--- src/rtl/mem_accum_ctrl_if.sv ---
// Memory-side and control-side signals of the sum-and-store controller.
// The controller takes the slave view; the bench (memory + requester) takes the master view.
interface mem_accum_ctrl_if #(
    parameter int DATA_WIDTH = 16,
    parameter int ADDR_WIDTH = 6
);
    // Start is a request that takes effect only on a cycle where Ready=1;
    // it is never queued, and a Start held high is taken at the next Ready cycle.
    logic                  Start;
    logic [ADDR_WIDTH-1:0] BaseAddr;
    logic [ADDR_WIDTH:0]   Count;
    logic [ADDR_WIDTH-1:0] DestAddr;
    logic                  Mode;
    logic [DATA_WIDTH-1:0] DataOut;
    logic                  Ready;
    logic                  Done;
    logic                  Overflow;
    logic [ADDR_WIDTH-1:0] Address;
    logic                  ReadEnable;
    logic                  WriteEnable;
    logic [DATA_WIDTH-1:0] DataIN;

    modport slave (
        input  Start, BaseAddr, Count, DestAddr, Mode, DataOut,
        output Ready, Done, Overflow, Address, ReadEnable, WriteEnable, DataIN
    );

    modport master (
        output Start, BaseAddr, Count, DestAddr, Mode, DataOut,
        input  Ready, Done, Overflow, Address, ReadEnable, WriteEnable, DataIN
    );
endinterface

--- src/rtl/mem_accum_ctrl.sv ---
// Reads Count words from a synchronous memory starting at BaseAddr, sums them
// (wrap or saturate) and writes the sum to DestAddr, with a Start/Ready/Done handshake.
module mem_accum_ctrl #(
    parameter int DATA_WIDTH = 16,
    parameter int ADDR_WIDTH = 6
) (
    input  logic                Clock,
    input  logic                Reset,
    mem_accum_ctrl_if.slave     bus,
    output logic [2:0]          dbg_state_o
);
    localparam logic [2:0] IDLE  = 3'd0;
    localparam logic [2:0] FETCH = 3'd1;
    localparam logic [2:0] DRAIN = 3'd2;
    localparam logic [2:0] WRITE = 3'd3;
    localparam logic [2:0] DONE  = 3'd4;

    localparam logic [ADDR_WIDTH:0] CNT_ONE = {{ADDR_WIDTH{1'b0}}, 1'b1};

    logic [2:0]            state_q, state_d;
    logic [ADDR_WIDTH-1:0] base_q, base_d;
    logic [ADDR_WIDTH:0]   count_q, count_d;
    logic [ADDR_WIDTH-1:0] dest_q, dest_d;
    logic                  mode_q, mode_d;
    logic [ADDR_WIDTH:0]   idx_q, idx_d;
    logic [DATA_WIDTH-1:0] acc_q, acc_d;
    logic                  ovf_q, ovf_d;
    logic                  rd_q, rd_d;
    logic [ADDR_WIDTH-1:0] addr_q, addr_d;
    logic [ADDR_WIDTH-1:0] rd_addr;
    logic [DATA_WIDTH:0]   sum;

    assign rd_addr = base_q + idx_q[ADDR_WIDTH-1:0];
    assign sum     = {1'b0, acc_q} + {1'b0, bus.DataOut};

    always_comb begin
        state_d = state_q;
        base_d  = base_q;
        count_d = count_q;
        dest_d  = dest_q;
        mode_d  = mode_q;
        idx_d   = idx_q;
        acc_d   = acc_q;
        ovf_d   = ovf_q;
        rd_d    = 1'b0;
        addr_d  = addr_q;

        // rd_q marks that memory data for last cycle's read is on DataOut now
        if (rd_q) begin
            acc_d = (mode_q && sum[DATA_WIDTH]) ? '1 : sum[DATA_WIDTH-1:0];
            ovf_d = ovf_q | sum[DATA_WIDTH];
        end

        case (state_q)
            IDLE: begin
                if (bus.Start) begin
                    base_d  = bus.BaseAddr;
                    count_d = bus.Count;
                    dest_d  = bus.DestAddr;
                    mode_d  = bus.Mode;
                    acc_d   = '0;
                    idx_d   = '0;
                    ovf_d   = 1'b0;
                    state_d = (bus.Count == '0) ? WRITE : FETCH;
                end
            end
            FETCH: begin
                rd_d   = 1'b1;
                addr_d = rd_addr;
                if (idx_q == count_q - CNT_ONE) state_d = DRAIN;
                else                            idx_d   = idx_q + CNT_ONE;
            end
            DRAIN: state_d = WRITE;
            WRITE: begin
                addr_d  = dest_q;
                state_d = DONE;
            end
            DONE:    state_d = IDLE;
            default: state_d = IDLE;
        endcase
    end

    always_ff @(posedge Clock or negedge Reset) begin
        if (!Reset) begin
            state_q <= IDLE;
            base_q  <= '0;
            count_q <= '0;
            dest_q  <= '0;
            mode_q  <= 1'b0;
            idx_q   <= '0;
            acc_q   <= '0;
            ovf_q   <= 1'b0;
            rd_q    <= 1'b0;
            addr_q  <= '0;
        end else begin
            state_q <= state_d;
            base_q  <= base_d;
            count_q <= count_d;
            dest_q  <= dest_d;
            mode_q  <= mode_d;
            idx_q   <= idx_d;
            acc_q   <= acc_d;
            ovf_q   <= ovf_d;
            rd_q    <= rd_d;
            addr_q  <= addr_d;
        end
    end

    // Address follows the active strobe and otherwise holds the last strobed value
    assign bus.Address     = (state_q == FETCH) ? rd_addr :
                             (state_q == WRITE) ? dest_q  : addr_q;
    assign bus.ReadEnable  = (state_q == FETCH);
    assign bus.WriteEnable = (state_q == WRITE);
    assign bus.DataIN      = acc_q;
    assign bus.Ready       = (state_q == IDLE);
    assign bus.Done        = (state_q == DONE);
    assign bus.Overflow    = ovf_q;
    assign dbg_state_o     = state_q;
endmodule

--- src/flat_wrapper.sv ---
// flat-port wrapper written by rule: the top's interface ports become plain ports
module mem_accum_ctrl_flat 
#(
    parameter int DATA_WIDTH = 16,
    parameter int ADDR_WIDTH = 6
)
  (Clock, Reset, dbg_state_o, bus_Start, bus_BaseAddr, bus_Count, bus_DestAddr, bus_Mode, bus_DataOut, bus_Ready, bus_Done, bus_Overflow, bus_Address, bus_ReadEnable, bus_WriteEnable, bus_DataIN);
  mem_accum_ctrl_if #(.DATA_WIDTH(DATA_WIDTH), .ADDR_WIDTH(ADDR_WIDTH)) bus_i ();
  input  logic Clock;
  input  logic Reset;
  output logic [2:0] dbg_state_o;
  input wire logic [$bits(bus_i.Start)-1:0] bus_Start;
  input wire logic [$bits(bus_i.BaseAddr)-1:0] bus_BaseAddr;
  input wire logic [$bits(bus_i.Count)-1:0] bus_Count;
  input wire logic [$bits(bus_i.DestAddr)-1:0] bus_DestAddr;
  input wire logic [$bits(bus_i.Mode)-1:0] bus_Mode;
  input wire logic [$bits(bus_i.DataOut)-1:0] bus_DataOut;
  output wire logic [$bits(bus_i.Ready)-1:0] bus_Ready;
  output wire logic [$bits(bus_i.Done)-1:0] bus_Done;
  output wire logic [$bits(bus_i.Overflow)-1:0] bus_Overflow;
  output wire logic [$bits(bus_i.Address)-1:0] bus_Address;
  output wire logic [$bits(bus_i.ReadEnable)-1:0] bus_ReadEnable;
  output wire logic [$bits(bus_i.WriteEnable)-1:0] bus_WriteEnable;
  output wire logic [$bits(bus_i.DataIN)-1:0] bus_DataIN;
  assign bus_i.Start = bus_Start;
  assign bus_i.BaseAddr = bus_BaseAddr;
  assign bus_i.Count = bus_Count;
  assign bus_i.DestAddr = bus_DestAddr;
  assign bus_i.Mode = bus_Mode;
  assign bus_i.DataOut = bus_DataOut;
  assign bus_Ready = bus_i.Ready;
  assign bus_Done = bus_i.Done;
  assign bus_Overflow = bus_i.Overflow;
  assign bus_Address = bus_i.Address;
  assign bus_ReadEnable = bus_i.ReadEnable;
  assign bus_WriteEnable = bus_i.WriteEnable;
  assign bus_DataIN = bus_i.DataIN;
  mem_accum_ctrl #(.DATA_WIDTH(DATA_WIDTH), .ADDR_WIDTH(ADDR_WIDTH)) u_core (.Clock(Clock), .Reset(Reset), .bus(bus_i), .dbg_state_o(dbg_state_o));
endmodule
--- config.mk ---
export PLATFORM = sky130hd
export DESIGN_NAME = mem_accum_ctrl_flat
export DESIGN_NICKNAME = d
export VERILOG_FILES = /design/src/rtl/mem_accum_ctrl_if.sv /design/src/rtl/mem_accum_ctrl.sv /design/src/flat_wrapper.sv
export SDC_FILE = /design/constraint.sdc
export NUM_CORES = 1
export LEC_CHECK = 0
export ABC_AREA = 1
export BUFFER_PORTS_ARGS = -buffer_cell sky130_fd_sc_hd__buf_2
export CAP_MARGIN = 0
export CORE_MARGIN = 8
export CORE_UTILIZATION = 60
export DETAILED_ROUTE_END_ITERATION = 12
export PLACE_DENSITY = 0.85
export SETUP_SLACK_MARGIN = 0.1
export SLEW_MARGIN = 25
export SYNTH_ARGS = -nofsm -noshare
export SYNTH_HDL_FRONTEND = slang
export SYNTH_SLANG_ARGS = --single-unit
--- constraint.sdc ---
create_clock -name Clock -period 3 [get_ports Clock]
set_input_delay 0.3 -clock Clock [delete_from_list [all_inputs] [get_ports Clock]]
set_output_delay 0.3 -clock Clock [all_outputs]
set_load 0.02 [all_outputs]
==> impl_metrics.tcl <==
set metrics [dict create \
    status "finished, final reports clean" \
    nNetsFinal 623 \
    htree_levels 2 \
    fp-row-count 28 \
    cap_violations 0 \
    cts_setup_buffers 0 \
    drt_wl_total_mm 9.03 \
    rsz0062_at_grt "false" \
    wl_per_cell_um 14.2 \
    tightest_slew_ps 838 \
    synth.top_cells.by_area "dfrtp_1, nand2_1, ha_1" \
    crit_type "register to output pin" \
    hold_path.class "input pin to register" \
    syn_area_mm2 0.00363 \
    ff2ff_path_depth 12 \
    p_per_area_mw_per_mm2 1180 \
    yosysWarnings 0 \
    cts.clk_slew.worst_paths_ps 100 \
    post-dp-hpwl_mm 6.76 \
    grt_start_max_net_pins 46 \
    ant_nets 0 \
    vias 3470 \
    hold_path_depth 3 \
    dp.cells 626 \
    ctsResizeCount 0 \
    end_kind "output pin" \
    synth_top_cell_area_share_pct 37.3 \
    cts_tree "yes" \
    syn_nets 556 \
    antenna_found_initial 0 \
    drc 0 \
    core-area_mm2 0.00589 \
    drive_gt1_share_pct 18.6 \
    ys_seq_elements 54 \
    drt_iter0_drc 238 \
    arrival_ps 2320 \
    power.leakage_nw 2.21 \
    fin_crit_ps 2620 \
    startpoint_type "register" \
    layoutNonFillerInstCount 635 \
    relSlewSlack_pct 44.1 \
    firstDrtPassIters 4 \
    multi_input_area_mm2 0.00203 \
    place_congestion 0.910 \
    grt_pass1_vias 3407 \
    die_h_um 93.7 \
    fmax_mhz 382 \
    syn_area_per_cell_um2 7.37 \
    period_share_pct 87.2 \
    seq_area_mm2 0.00135 \
    initial_core_util_pct 61.6 \
    io_pins 69 \
    synth_cells 492 \
    clk_path_buf_depth 2 \
    final_util_pct 70.1 \
    clkSinkCount 54 \
    numPortBuffers 68 \
    grt-ovfl-total 0 \
    ys_seq_area_share_pct 37.3 \
    syn_to_final_growth_pct 13.8 \
    grt_pass1_wl_mm 15.0 \
    cp_data_required_time_ps 2700 \
    setup_viol 0 \
    antenna_cells 0 \
    cts_buffers 5 \
    critPathMaxFanout 6 \
    final_cell_mix "nand2_1, buf_2, dfrtp_1" \
    slew_violations 0 \
    holdBufCountCts 1 \
    die-area_mm2 0.00879 \
    yosys.cell_types.count 32 \
    ir_worst_vdd_mv 0.638 \
    drt-vias-per-instance 5.46 \
    yosysTopAreaCell "dfrtp_1" \
    finalHoldViolCount 0 \
    layout_commonest_cell "nand2_1" \
    finalSetupTns_ps 0 \
    fp.dieW_um 93.7 \
    fin_skew_ps 4.99 \
    clkLatencyLatePin_ps 310 \
    clockRootBuffer "clkbuf_8" \
    fillerInstances 479 \
    grt_usage_pct 20.7 \
]
[Yosys cell counts]
master,instances
nand2_1,155
dfrtp_1,54
inv_1,41
nor2_1,37
o21ai_0,35
nand3_1,34
a21oi_1,23
ha_1,23
nor2_2,11
xnor2_1,10
a31oi_1,7
buf_2,6
nor3_1,6
o211ai_1,6
o21ai_1,6
xor2_1,6
inv_2,5
nand2_2,4
buf_6,3
nand3b_1,3
clkbuf_1,2
fa_1,2
nand2_4,2
nor4_1,2
o21bai_1,2
a311oi_1,1
and2_1,1
buf_1,1
nand4_1,1
nor2_4,1
nor2_8,1
nor3_2,1
[kinds of logic (layout without fill, tap and decap cells)]
group / Yosys count / after routing / synth area share, %
simple gates: 259 / 259 / 31.1
compound gates: 80 / 80 / 11.9
buf+inv: 58 / 126 / 6.83
flops: 54 / 54 / 37.3
fa+ha+maj: 25 / 25 / 9.04
xor+xnor: 16 / 16 / 3.86
[power by group]
group / leakage [nW] / switching (mW) / total [mW] / internal, mW
clock network: 0.0575 / 0.241 / 0.474 / 0.234
logic: 1.49 / 1.93 / 3.02 / 1.09
registers: 0.667 / 0.333 / 1.40 / 1.06
[final timing paths]
check | start | endpoint | slack (ps)
setup / recovery | u_core.idx_q[0]$_DFFE_PN0P_ | bus_Address[4] | 380
hold / removal | bus_DestAddr[0] | u_core.dest_q[0]$_DFFE_PN0P_ | 180
setup reg to reg | u_core.bus.DataIN[0]$_DFF_PN0_ | u_core.bus.DataIN[12]$_DFF_PN0_ | 850
hold reg to reg | u_core.dest_q[4]$_DFFE_PN0P_ | u_core.dest_q[4]$_DFFE_PN0P_ | 480
max in group asynchronous | Reset | u_core.bus.DataIN[0]$_DFF_PN0_ | 1760
min in group asynchronous | Reset | u_core.bus.DataIN[9]$_DFF_PN0_ | 390
[per-layer routing]
layer  part of all wire [%]  GRT usage [%]  vias to the layer above
met5                      0              0                        -
met1                     46           26.3                     1630
met4                   0.84           5.68                        0
met2                     48           35.1                       95
met3                    5.4           3.76                        7
li1                       -              -                     1738
[worst max-delay path, stage by stage (launching register included)]
cell and delay, ps:
dfrtp_1 460, ha_1 220, inv_1 60, fa_1 410, o21ai_0 320, a21oi_1 120
o21ai_1 160, nand3_1 90, buf_2 170
[final cells by class]
cell class / count / area share (%)
Inverter: 46 / 4.18
Multi-Input combinational cell: 380 / 49.1
Timing Repair Buffer: 72 / 9.03
Tap cell: 75 / 2.27
Clock buffer: 8 / 2.67
Sequential cell: 54 / 32.7
[through the flow]
stage	total power, mW	setup WS [ps]	area, um^2	hold WS, ps
CTS	4.89	422	4130	180
global route	5.31	286	4130	192
detailed placement	4.39	797	4010	185
floorplan	3.61	998	3630	4.41
finish	4.89	383	4130	182
global placement	4.26	951	4010	173
[flip-flops by register name, indices dropped and copies added (netlist names)]
register	flops
u_core.count_q	7
u_core.rd_q	1
u_core.mode_q	1
u_core.bus.Overflow	1
u_core.dbg_state_o	3
u_core.dest_q	6
u_core.idx_q	7
u_core.base_q	6
u_core.bus.DataIN	16
u_core.addr_q	6
No activity file was read; power rests on OpenSTA's default activity.
